File: src/rtl/tour_cmd_seq_pkg.sv
// Shared constants for the knight's-tour command sequencer: board size, move
// encodings, motion opcodes/headings and the sequencer state type.
package tour_cmd_seq_pkg;

  localparam int NUM_MOVES = 24;
  localparam int IDX_W     = 5;
  localparam int MV_W      = 8;

  localparam logic [IDX_W-1:0] LAST_IDX = IDX_W'(NUM_MOVES - 1);

  localparam logic [3:0] OP_MOVE     = 4'h2;
  localparam logic [3:0] OP_MOVE_FAN = 4'h3;

  localparam logic [7:0] HEAD_N = 8'h00;
  localparam logic [7:0] HEAD_S = 8'h7F;
  localparam logic [7:0] HEAD_E = 8'hBF;
  localparam logic [7:0] HEAD_W = 8'h3F;

  // Move names read as horizontal then vertical step, e.g. R1U2 = (+1,+2).
  localparam logic [MV_W-1:0] MV_R1U2 = 8'h01;
  localparam logic [MV_W-1:0] MV_L1U2 = 8'h02;
  localparam logic [MV_W-1:0] MV_L2U1 = 8'h04;
  localparam logic [MV_W-1:0] MV_L2D1 = 8'h08;
  localparam logic [MV_W-1:0] MV_L1D2 = 8'h10;
  localparam logic [MV_W-1:0] MV_R1D2 = 8'h20;
  localparam logic [MV_W-1:0] MV_R2D1 = 8'h40;
  localparam logic [MV_W-1:0] MV_R2U1 = 8'h80;

  typedef enum logic [2:0] {
    ST_IDLE,
    ST_FETCH,
    ST_DECODE,
    ST_V_ISS,
    ST_V_WT,
    ST_H_ISS,
    ST_H_WT
  } state_t;

  function automatic logic [15:0] mk_cmd(input logic [3:0] op,
                                         input logic [7:0] head,
                                         input logic [3:0] sq);
    return {op, head, sq};
  endfunction

endpackage

File: src/rtl/tour_cmd_seq_if.sv
// Bundle of solver-read and motion-command handshake signals between the
// sequencer (slave) and its environment (master).
interface tour_cmd_seq_if;
  import tour_cmd_seq_pkg::*;

  logic             tour_go;
  logic [MV_W-1:0]  move;
  logic [IDX_W-1:0] mv_indx;
  logic [15:0]      cmd;
  logic             cmd_vld;
  logic             cmd_rdy;
  logic             cmd_cmplt;
  logic             busy;
  logic             tour_done;
  logic             err;

  modport master (
    output tour_go, move, cmd_rdy, cmd_cmplt,
    input  mv_indx, cmd, cmd_vld, busy, tour_done, err
  );

  modport slave (
    input  tour_go, move, cmd_rdy, cmd_cmplt,
    output mv_indx, cmd, cmd_vld, busy, tour_done, err
  );

endinterface

File: src/rtl/tour_cmd_seq_move_decode.sv
// Splits a one-hot knight move into a vertical leg and a horizontal leg
// (heading + square count each) and flags words that are not exactly one-hot.
module tour_cmd_seq_move_decode
  import tour_cmd_seq_pkg::*;
(
  input  logic [MV_W-1:0] i_mv,
  output logic [7:0]      o_v_head,
  output logic [3:0]      o_v_sq,
  output logic [7:0]      o_h_head,
  output logic [3:0]      o_h_sq,
  output logic            o_legal
);

  always_comb begin
    o_v_head = HEAD_N;
    o_v_sq   = 4'd0;
    o_h_head = HEAD_E;
    o_h_sq   = 4'd0;
    o_legal  = $onehot(i_mv);
    case (i_mv)
      MV_R1U2: begin o_v_head = HEAD_N; o_v_sq = 4'd2; o_h_head = HEAD_E; o_h_sq = 4'd1; end
      MV_L1U2: begin o_v_head = HEAD_N; o_v_sq = 4'd2; o_h_head = HEAD_W; o_h_sq = 4'd1; end
      MV_L2U1: begin o_v_head = HEAD_N; o_v_sq = 4'd1; o_h_head = HEAD_W; o_h_sq = 4'd2; end
      MV_L2D1: begin o_v_head = HEAD_S; o_v_sq = 4'd1; o_h_head = HEAD_W; o_h_sq = 4'd2; end
      MV_L1D2: begin o_v_head = HEAD_S; o_v_sq = 4'd2; o_h_head = HEAD_W; o_h_sq = 4'd1; end
      MV_R1D2: begin o_v_head = HEAD_S; o_v_sq = 4'd2; o_h_head = HEAD_E; o_h_sq = 4'd1; end
      MV_R2D1: begin o_v_head = HEAD_S; o_v_sq = 4'd1; o_h_head = HEAD_E; o_h_sq = 4'd2; end
      MV_R2U1: begin o_v_head = HEAD_N; o_v_sq = 4'd1; o_h_head = HEAD_E; o_h_sq = 4'd2; end
      default: begin end
    endcase
  end

endmodule

File: src/rtl/tour_cmd_seq.sv
// Walks the solver's stored tour and issues a vertical then a horizontal motion
// command per move over valid/ready, waiting for each command to complete.
module tour_cmd_seq
  import tour_cmd_seq_pkg::*;
(
  input logic           clk,
  input logic           rst,
  tour_cmd_seq_if.slave bus
);

  state_t           r_state;
  logic [IDX_W-1:0] r_mv_indx;
  logic [MV_W-1:0]  r_mv_q;
  logic [15:0]      r_cmd;
  logic             r_cmd_vld;
  logic             r_busy;
  logic             r_tour_done;
  logic             r_err;

  logic [7:0] w_v_head;
  logic [3:0] w_v_sq;
  logic [7:0] w_h_head;
  logic [3:0] w_h_sq;
  logic       w_legal;

  tour_cmd_seq_move_decode u_decode (
    .i_mv     (r_mv_q),
    .o_v_head (w_v_head),
    .o_v_sq   (w_v_sq),
    .o_h_head (w_h_head),
    .o_h_sq   (w_h_sq),
    .o_legal  (w_legal)
  );

  // FETCH gives the solver one cycle of read latency; DECODE then judges the latched word.
  always_ff @(posedge clk) begin
    if (rst) begin
      r_state     <= ST_IDLE;
      r_mv_indx   <= '0;
      r_mv_q      <= '0;
      r_cmd       <= 16'h0000;
      r_cmd_vld   <= 1'b0;
      r_busy      <= 1'b0;
      r_tour_done <= 1'b0;
      r_err       <= 1'b0;
    end else begin
      r_tour_done <= 1'b0;
      case (r_state)
        ST_IDLE: begin
          if (bus.tour_go) begin
            r_mv_indx <= '0;
            r_busy    <= 1'b1;
            r_err     <= 1'b0;
            r_state   <= ST_FETCH;
          end
        end
        ST_FETCH: begin
          r_mv_q  <= bus.move;
          r_state <= ST_DECODE;
        end
        ST_DECODE: begin
          if (w_legal) begin
            r_cmd     <= mk_cmd(OP_MOVE, w_v_head, w_v_sq);
            r_cmd_vld <= 1'b1;
            r_state   <= ST_V_ISS;
          end else begin
            r_err   <= 1'b1;
            r_busy  <= 1'b0;
            r_state <= ST_IDLE;
          end
        end
        ST_V_ISS: begin
          if (bus.cmd_rdy) begin
            r_cmd_vld <= 1'b0;
            r_state   <= ST_V_WT;
          end
        end
        ST_V_WT: begin
          if (bus.cmd_cmplt) begin
            r_cmd     <= mk_cmd(OP_MOVE_FAN, w_h_head, w_h_sq);
            r_cmd_vld <= 1'b1;
            r_state   <= ST_H_ISS;
          end
        end
        ST_H_ISS: begin
          if (bus.cmd_rdy) begin
            r_cmd_vld <= 1'b0;
            r_state   <= ST_H_WT;
          end
        end
        ST_H_WT: begin
          if (bus.cmd_cmplt) begin
            if (r_mv_indx == LAST_IDX) begin
              r_tour_done <= 1'b1;
              r_busy      <= 1'b0;
              r_mv_indx   <= '0;
              r_state     <= ST_IDLE;
            end else begin
              r_mv_indx <= r_mv_indx + 1'b1;
              r_state   <= ST_FETCH;
            end
          end
        end
        default: r_state <= ST_IDLE;
      endcase
    end
  end

  assign bus.mv_indx   = r_mv_indx;
  assign bus.cmd       = r_cmd;
  assign bus.cmd_vld   = r_cmd_vld;
  assign bus.busy      = r_busy;
  assign bus.tour_done = r_tour_done;
  assign bus.err       = r_err;

endmodule

File: src/flat_wrapper.sv
// flat-port wrapper written by rule: the top's interface ports become plain ports
module tour_cmd_seq_flat import tour_cmd_seq_pkg::*;
  (clk, rst, bus_tour_go, bus_move, bus_cmd_rdy, bus_cmd_cmplt, bus_mv_indx, bus_cmd, bus_cmd_vld, bus_busy, bus_tour_done, bus_err);
  tour_cmd_seq_if bus_i ();
  input logic clk;
  input logic rst;
  input wire logic [$bits(bus_i.tour_go)-1:0] bus_tour_go;
  input wire logic [$bits(bus_i.move)-1:0] bus_move;
  input wire logic [$bits(bus_i.cmd_rdy)-1:0] bus_cmd_rdy;
  input wire logic [$bits(bus_i.cmd_cmplt)-1:0] bus_cmd_cmplt;
  output wire logic [$bits(bus_i.mv_indx)-1:0] bus_mv_indx;
  output wire logic [$bits(bus_i.cmd)-1:0] bus_cmd;
  output wire logic [$bits(bus_i.cmd_vld)-1:0] bus_cmd_vld;
  output wire logic [$bits(bus_i.busy)-1:0] bus_busy;
  output wire logic [$bits(bus_i.tour_done)-1:0] bus_tour_done;
  output wire logic [$bits(bus_i.err)-1:0] bus_err;
  assign bus_i.tour_go = bus_tour_go;
  assign bus_i.move = bus_move;
  assign bus_i.cmd_rdy = bus_cmd_rdy;
  assign bus_i.cmd_cmplt = bus_cmd_cmplt;
  assign bus_mv_indx = bus_i.mv_indx;
  assign bus_cmd = bus_i.cmd;
  assign bus_cmd_vld = bus_i.cmd_vld;
  assign bus_busy = bus_i.busy;
  assign bus_tour_done = bus_i.tour_done;
  assign bus_err = bus_i.err;
  tour_cmd_seq u_core (.clk(clk), .rst(rst), .bus(bus_i));
endmodule
File: config.mk
export PLATFORM = sky130hd
export DESIGN_NAME = tour_cmd_seq_flat
export DESIGN_NICKNAME = d
export VERILOG_FILES = /design/src/rtl/tour_cmd_seq_pkg.sv /design/src/rtl/tour_cmd_seq_if.sv /design/src/rtl/tour_cmd_seq_move_decode.sv /design/src/rtl/tour_cmd_seq.sv /design/src/flat_wrapper.sv
export SDC_FILE = /design/constraint.sdc
export NUM_CORES = 1
export LEC_CHECK = 0
export CAP_MARGIN = 20
export CORE_MARGIN = 4
export CORE_UTILIZATION = 35
export DETAILED_ROUTE_END_ITERATION = 6
export DONT_BUFFER_PORTS = 1
export PLACE_DENSITY = 0.6
export SETUP_SLACK_MARGIN = 0.5
export SLEW_MARGIN = 10
export SYNTH_ARGS = -nofsm -noshare
export SYNTH_HDL_FRONTEND = slang
export SYNTH_SLANG_ARGS = --single-unit
File: constraint.sdc
create_clock -name clk -period 6.1 [get_ports clk]
set_clock_uncertainty 0.05 [all_clocks]
set_input_delay 0.915 -clock clk [delete_from_list [all_inputs] [get_ports clk]]
set_output_delay 0.915 -clock clk [all_outputs]
set_load 0.03 [all_outputs]
==> results.md, run 1 <==
* Buffers on Ports at 0
* Clk pin slew, worst setup/hold paths at 100 ps
* DPL Wire Length at between 2 and 3 mm
* Initial Utilization at 0.366
* # placed instances at 263
* CTS tree: yes
* Residual DRC count at 0
* Slowest CP cell: fa_1
* WS Path Type: register to register
* Leak Pwr at 0.655 nW
* Yosys top cell by area: dfxtp_1
* Die Span X at roughly 79 um
* CTS H-tree lvls at 1
* Synth top area share at 0.306
* Post-synth design cell area at 1760 um2
* Area post-placement at 1730 um2
* Post-CTS Setup Bufs at 0
* Antenna violations before repair at 0
* Flop pwr share at 0.453
* Commonest cells in the netlist: nor2_1 (28), dfxtp_1 (27), a21oi_1 (17), inv_1 (15)
* Int Power at 0.427 mW
* RSZ-0062 raised after global routing: no
* Power per cell area at approximately 470 nW/um2
* Slew headroom at 0.380
* Worst-Margin Slew at 929 ps
* Pin count of the biggest net entering global routing at 28
* Antenna Nets Post-Route at 0
* Tcrit/Tclk final at 0.583
* DIE AREA at 6240 um2
* Crit path max-delay family: adder cells
* Drt pass-1 iters at 4
* Status: finished clean
* Synthesized instance count at 214
* GR Overflow Total at 0
* Layout cells sized above 1 at 0.0800
* Sw Share at 0.487
* Max-slew violations at 0
* Post-synth cell types at 54
* Synth Warn # at 0
* Synthesis-stage register bit count at 27
* Number of synthesized flops with an enable pin at 0
* WL final at 3.74 mm
* Fmax at 281 MHz
* Multi-input logic area at 1040 um2
* Crit path DAT at 3670 ps
* Hold wc startpoint: u_core.bus.cmd[11]
* Sw power at 0.405 mW
* Root buffer cell: clkbuf_8
* Num CTS Buffers at 3
* Vias per cell at 5.15
* Most used DFF post-synth: dfxtp_1
* Clock Latency Late Sink at 280 ps
* Nets at 225
* CP startpoint kind: register
* Layout area overhead at 0.851%
* Post-cts hold buffer count at 0
* Ys async rst share at 0
* Crit-path cells: inv_1 > ha_1 > inv_1 > fa_1 > fa_1 > inv_1 > fa_1 > inv_1 > fa_1 > a211oi_1 > o211ai_2 > nor3_1 > nor3_1
* Clock power share at 0.129
* Type of the worst min-delay path: register to register
* Site Rows at 25
* Post-route cell area at 1780 um2
* Most frequent cell after synthesis: nor2_1
* Avg WL per Cell at 14.0 um
* Core area at 4820 um2
* Total GRT Usage at 0.130
* Worst IR Drop VDD at 0.000132 V
* CTS sink cnt at 27
* Critical path origin: u_core.r_mv_q[1]
* WP data required at 6210 ps
* Endpoints failing setup at 0
* Final min period at 3560 ps
* Antenna diodes at 0
* Global placer's final weighted congestion at 0.806
* Final Hold Viols at 0
* Post-synthesis sequential area ratio at 0.306
* Layout fillers at 519
* Vias in the first global route at 1,306
* Mean post-synth cell area at between 8 and 9 um2
* Initial DRC Count at 118
* Chip height at 79.0 um
* Slowest stage delay, CP at about 490 ps
* CP Capture Type: register
* Worst Path Buf+Inv at 4
* Max Cap Viol at 0
* Logic gate share of total power at 0.419
* First-pass GRT wire length at 6.55 mm
* Core Util, Final at 0.369
* Final std cells w/o fill at roughly 270
* Area contributors post-synth: dfxtp_1 (31%), nor2_1 (6.0%), ha_1 (5.0%), a21oi_1 (4.8%), fa_1 (4.5%)
* Crit-path max FO at 8
* Routed vias at roughly 1.4k
* Maximum root-to-sink buffer count at 2
* I/O pin count at 38
* Post-CTS Resized at 0
* Register area at 542 um2
* Fin Setup TNS at 0 ps
* Worst R2R Start: u_core.r_mv_q[1]
## worst paths after layout
check             slack [ps]                 end  depth (start not counted)
setup reg to reg        2540   u_core.bus.cmd[9]                         13
setup / recovery        2540   u_core.bus.cmd[9]                         13
hold / removal           580  u_core.bus.cmd[11]                          2
hold reg to reg          580  u_core.bus.cmd[11]                          2
## state kept, by name, indices dropped and copies added (netlist names)
register,count
u_core.r_mv_q,8
u_core.bus.cmd,7
u_core.bus.mv_indx,5
u_core.r_state,3
u_core.bus.busy,1
u_core.bus.cmd_vld,1
u_core.bus.err,1
u_core.bus.tour_done,1
## layout by cell type (no fill, tap or decap), types with 5 or more instances in the layout
master    count
a211oi_1      6
a21oi_1      17
dfxtp_1      26
ha_1          7
inv_1        15
nand2b_1      5
nand3_1       5
nor2_1       28
nor3_1       10
o21ai_0       8
## worst register-to-register path: cells and delay by family (launching register included)
family	cells	cell delay [ps]
AND/OR/NAND/NOR	2	380
adder cells (fa/ha/maj)	5	1750
flip-flops	1	370
buffers and inverters	4	260
AO/OA/AOI/OAI	2	640
## final cells by class
cell class / instances / share of cell area
clock buffer: 3 / 0.0232
clock inverter: 1 / 0.00422
inverter: 16 / 0.0338
multi-input combinational: 153 / 0.587
sequential: 27 / 0.305
tap: 67 / 0.0471
## layer usage
layer  global-route usage  up-vias  wire length [um]
met5                    0        -                 0
met4               0.0412        0                51
met3               0.0340        4               265
met2                0.198       36              1620
met1                0.178      633              1810
li1                     -      701                 -
## per-stage QoR
stage | hold WS (ps) | power [mW] | worst slack, ps
after global routing | 623 | 0.914 | 2190
after detailed placement | 566 | 0.727 | 2550
after CTS | 587 | 0.837 | 2560
final | 582 | 0.831 | 2540
after floorplan | 547 | 0.690 | 2810
after global placement | 569 | 0.727 | 2610
## cell families (layout without fill, tap and decap cells)
logic type | count (synthesis) | after routing | share of synthesized area
DFF | 27 | 27 | 0.306
other | 1 | 4 | 0.00213
AOI/OAI and AO/OA | 52 | 52 | 0.196
muxes | 3 | 3 | 0.0170
xor gates and xnor gates | 4 | 4 | 0.0199
and+or+nand+nor | 79 | 79 | 0.255
buffers and inverters | 37 | 20 | 0.108
adders and majority gates | 11 | 11 | 0.0950
## power groups by stage
stage          registers (mW)  clock network [mW]  logic (mW)
2_1_floorplan           0.303                   0       0.387
3_3_place_gp            0.382                   0       0.345
3_5_place_dp            0.381                   0       0.346
4_1_cts                 0.377               0.111       0.349
5_1_grt                 0.394               0.121       0.399
6_report                0.376               0.107       0.348
No activity file was read; power rests on OpenSTA's default activity.
==> run 2, diff against run 1 <==
--- a/config.mk
+++ b/config.mk
@@ -10,7 +10,7 @@
 export CORE_UTILIZATION = 35
 export DETAILED_ROUTE_END_ITERATION = 6
 export DONT_BUFFER_PORTS = 1
-export PLACE_DENSITY = 0.6
+export PLACE_DENSITY = 0.62
 export SETUP_SLACK_MARGIN = 0.5
 export SLEW_MARGIN = 10
 export SYNTH_ARGS = -nofsm -noshare
==> constraint.sdc (replaced) <==
create_clock -name clk -period 3.2 [get_ports clk]
set_clock_uncertainty 0.05 [all_clocks]
set_input_delay 0.48 -clock clk [delete_from_list [all_inputs] [get_ports clk]]
set_output_delay 0.48 -clock clk [all_outputs]
set_load 0.03 [all_outputs]
==> run 2 against run 1 <==
The flow now finishes with violations (setup timing). Largest cell class unchanged. Setup slack got worse by 2700 ps. Final cell count increased by 6.0%. Register-to-register slack got worse by 2700 ps. Wire length increased by 5.7%. Global-route usage increased by 0.79 points.
==> results.md, run 2 (same netlist as run 1, synthesis figures left out) <==
* Status: finished, violations left (was finished clean)
* Failing checks: setup timing
* RSZ-0062 raised after global routing: yes (was no)
* Crit path DAT at 3510 ps (was 3670 ps)
* Initial DRC Count at 80 (was 118)
* Antenna Nets Post-Route at 0 (unchanged)
* Vias per cell at 5.18 (was 5.15)
* Max Cap Viol at 0 (unchanged)
* Slew headroom at 0.374 (was 0.380)
* Worst IR Drop VDD at 0.000336 V (was 0.000132 V)
* Commonest non-fill, non-tap cells in the layout: nor2_1 (28), dfxtp_1 (24), a21oi_1 (13) (was nor2_1 (28), dfxtp_1 (26), a21oi_1 (17))
* Worst setup margin at -144 ps (was 2540 ps)
* Initial Utilization at 0.366 (unchanged)
* GR Overflow Total at 0 (unchanged)
* Num CTS Buffers at 3 (unchanged)
* Hold Path Stages at 1 (was 2)
* DPL Wire Length at 2.75 mm (was 2.74 mm)
* Routed vias at 1,467 (was 1,374)
* Type of the worst min-delay path: input pin to register (was register to register)
* Antenna violations before repair at 0 (unchanged)
* Global placer's final weighted congestion at 0.803 (was 0.806)
* Power per cell area at 969 nW/um2 (was 467 nW/um2)
* Total GRT Usage at 0.138 (was 0.130)
* R2R depth at 14 (was 13)
* Drt pass-1 iters at 4 (unchanged)
* CP startpoint kind: register (unchanged)
* Layout fillers at 488 (was 519)
* Root buffer cell: clkbuf_8 (unchanged)
* Nets at 241 (was 225)
* Tcrit/Tclk final at 1.05 (was 0.583)
* CTS tree: yes (unchanged)
* Largest register FFs at 8 (unchanged)
* Pin count of the biggest net entering global routing at 28 (unchanged)
* First-pass GRT wire length at 6.89 mm (was 6.55 mm)
* I/O pin count at 38 (unchanged)
* Fmax at 299 MHz (was 281 MHz)
* Dpl ws at -136 ps (was 2550 ps)
* Crit-path max FO at 6 (was 8)
* CP Capture Type: register (unchanged)
* Buffers on Ports at 0 (unchanged)
* Final std cells w/o fill at 283 (was 267)
* Layout area overhead at 17.3% (was 0.851%)
* Max-slew violations at 0 (unchanged)
* WL final at 3.95 mm (was 3.74 mm)
* Chip height at 79.0 um (unchanged)
* Maximum root-to-sink buffer count at 2 (unchanged)
* CTS H-tree lvls at 1 (unchanged)
* CTS sink cnt at 27 (unchanged)
* Leak Pwr at 0.750 nW (was 0.655 nW)
* Residual DRC count at 0 (unchanged)
* Final Hold Viols at 0 (unchanged)
* Core Util, Final at 0.430 (was 0.369)
* Layout cells sized above 1 at 0.282 (was 0.0800)
* Antenna diodes at 0 (unchanged)
* Fin Setup TNS at -1020 ps (was 0 ps)
* Final min period at 3340 ps (was 3560 ps)
* Clk pin slew, worst setup/hold paths at 110 ps (was 100 ps)
* WP data required at 3360 ps (was 6210 ps)
* Avg WL per Cell at 14.0 um (about the same)
* Site Rows at 25 (unchanged)
* Core area at 4820 um2 (unchanged)
* Vias in the first global route at 1,489 (was 1,306)
* # placed instances at 273 (was 263)
* WS Path Type: register to register (unchanged)
* Endpoints failing setup at 11 (was 0)
* Worst-Margin Slew at 939 ps (was 929 ps)
* Die Span X at 79.0 um (unchanged)
* Most flops, register: u_core.r_mv_q (unchanged)
* DIE AREA at 6240 um2 (unchanged)
* Commonest non-fill, non-tap cell in the layout: nor2_1 (unchanged)
* Clock Latency Late Sink at 280 ps (about the same)
run 2: changes by cell type in the layout (fill, tap and decap cells not counted), moves of 4 or more:
cell,delta
a21oi_1,-4
a21oi_2,+4
buf_4,+11
buf_6,+5
inv_1,-4
inv_2,+4
nor3_1,-5
nor3_2,+5
run 2: worst paths after layout:
check | from | slack, ps | to
max reg2reg | u_core.r_mv_q[1] | -140 | u_core.bus.busy
min reg2reg | u_core.bus.cmd[10] | 570 | u_core.bus.cmd[10]
min | rst | 200 | u_core.bus.cmd[10]
max | u_core.r_mv_q[1] | -140 | u_core.bus.busy
run 2: report_power, final:
part	total (mW)	switching (mW)	internal (mW)	leakage, nW
Sequential	0.714	0.291	0.423	0.221
Combinational	1.08	0.513	0.570	0.508
Clock	0.208	0.119	0.0887	0.0217
run 2: routing by layer:
metal | part of all wire | vias to the layer above | track usage
met5 | 0 | - | 0
met4 | 0.017 | 0 | 0.0533
met3 | 0.055 | 7 | 0.0363
met2 | 0.47 | 31 | 0.226
met1 | 0.45 | 694 | 0.172
li1 | - | 735 | -
run 2: area by class of cell:
type	instances	area, um2	area share
Clock buffer	3	41.3	0.0200
Clock inverter	1	7.51	0.00363
Inverter	16	60.1	0.0290
Multi-Input combinational cell	153	1190	0.577
Sequential cell	27	544	0.263
Tap cell	67	83.8	0.0405
Timing Repair Buffer	16	139	0.0671
run 2: worst max-delay path: stages, from the launching register on:
cell      delay, ps
dfxtp_2         350
inv_2            50
ha_4            250
inv_2            30
fa_1            440
fa_1            490
inv_1            50
fa_2            340
inv_2            60
fa_2            430
o211a_4         180
o211ai_4        160
buf_6           150
a41oi_2         100
nor3_1          130
run 2: per-stage QoR:
stage / total power, mW / hold slack [ps] / cell area, um2
2_1_floorplan: 1.36 / 533 / 1810
3_3_place_gp: 1.50 / 505 / 1840
3_5_place_dp: 1.51 / 505 / 1840
4_1_cts: 1.93 / 197 / 2010
5_1_grt: 2.17 / 182 / 2070
6_report: 2.00 / 201 / 2070
run 2: repair_timing:
item,CTS,global route
pin swaps,9,8
buffers inserted,4,2
hold buffers,0,0
resized for setup,16,10
setup endpoints to repair,12,12
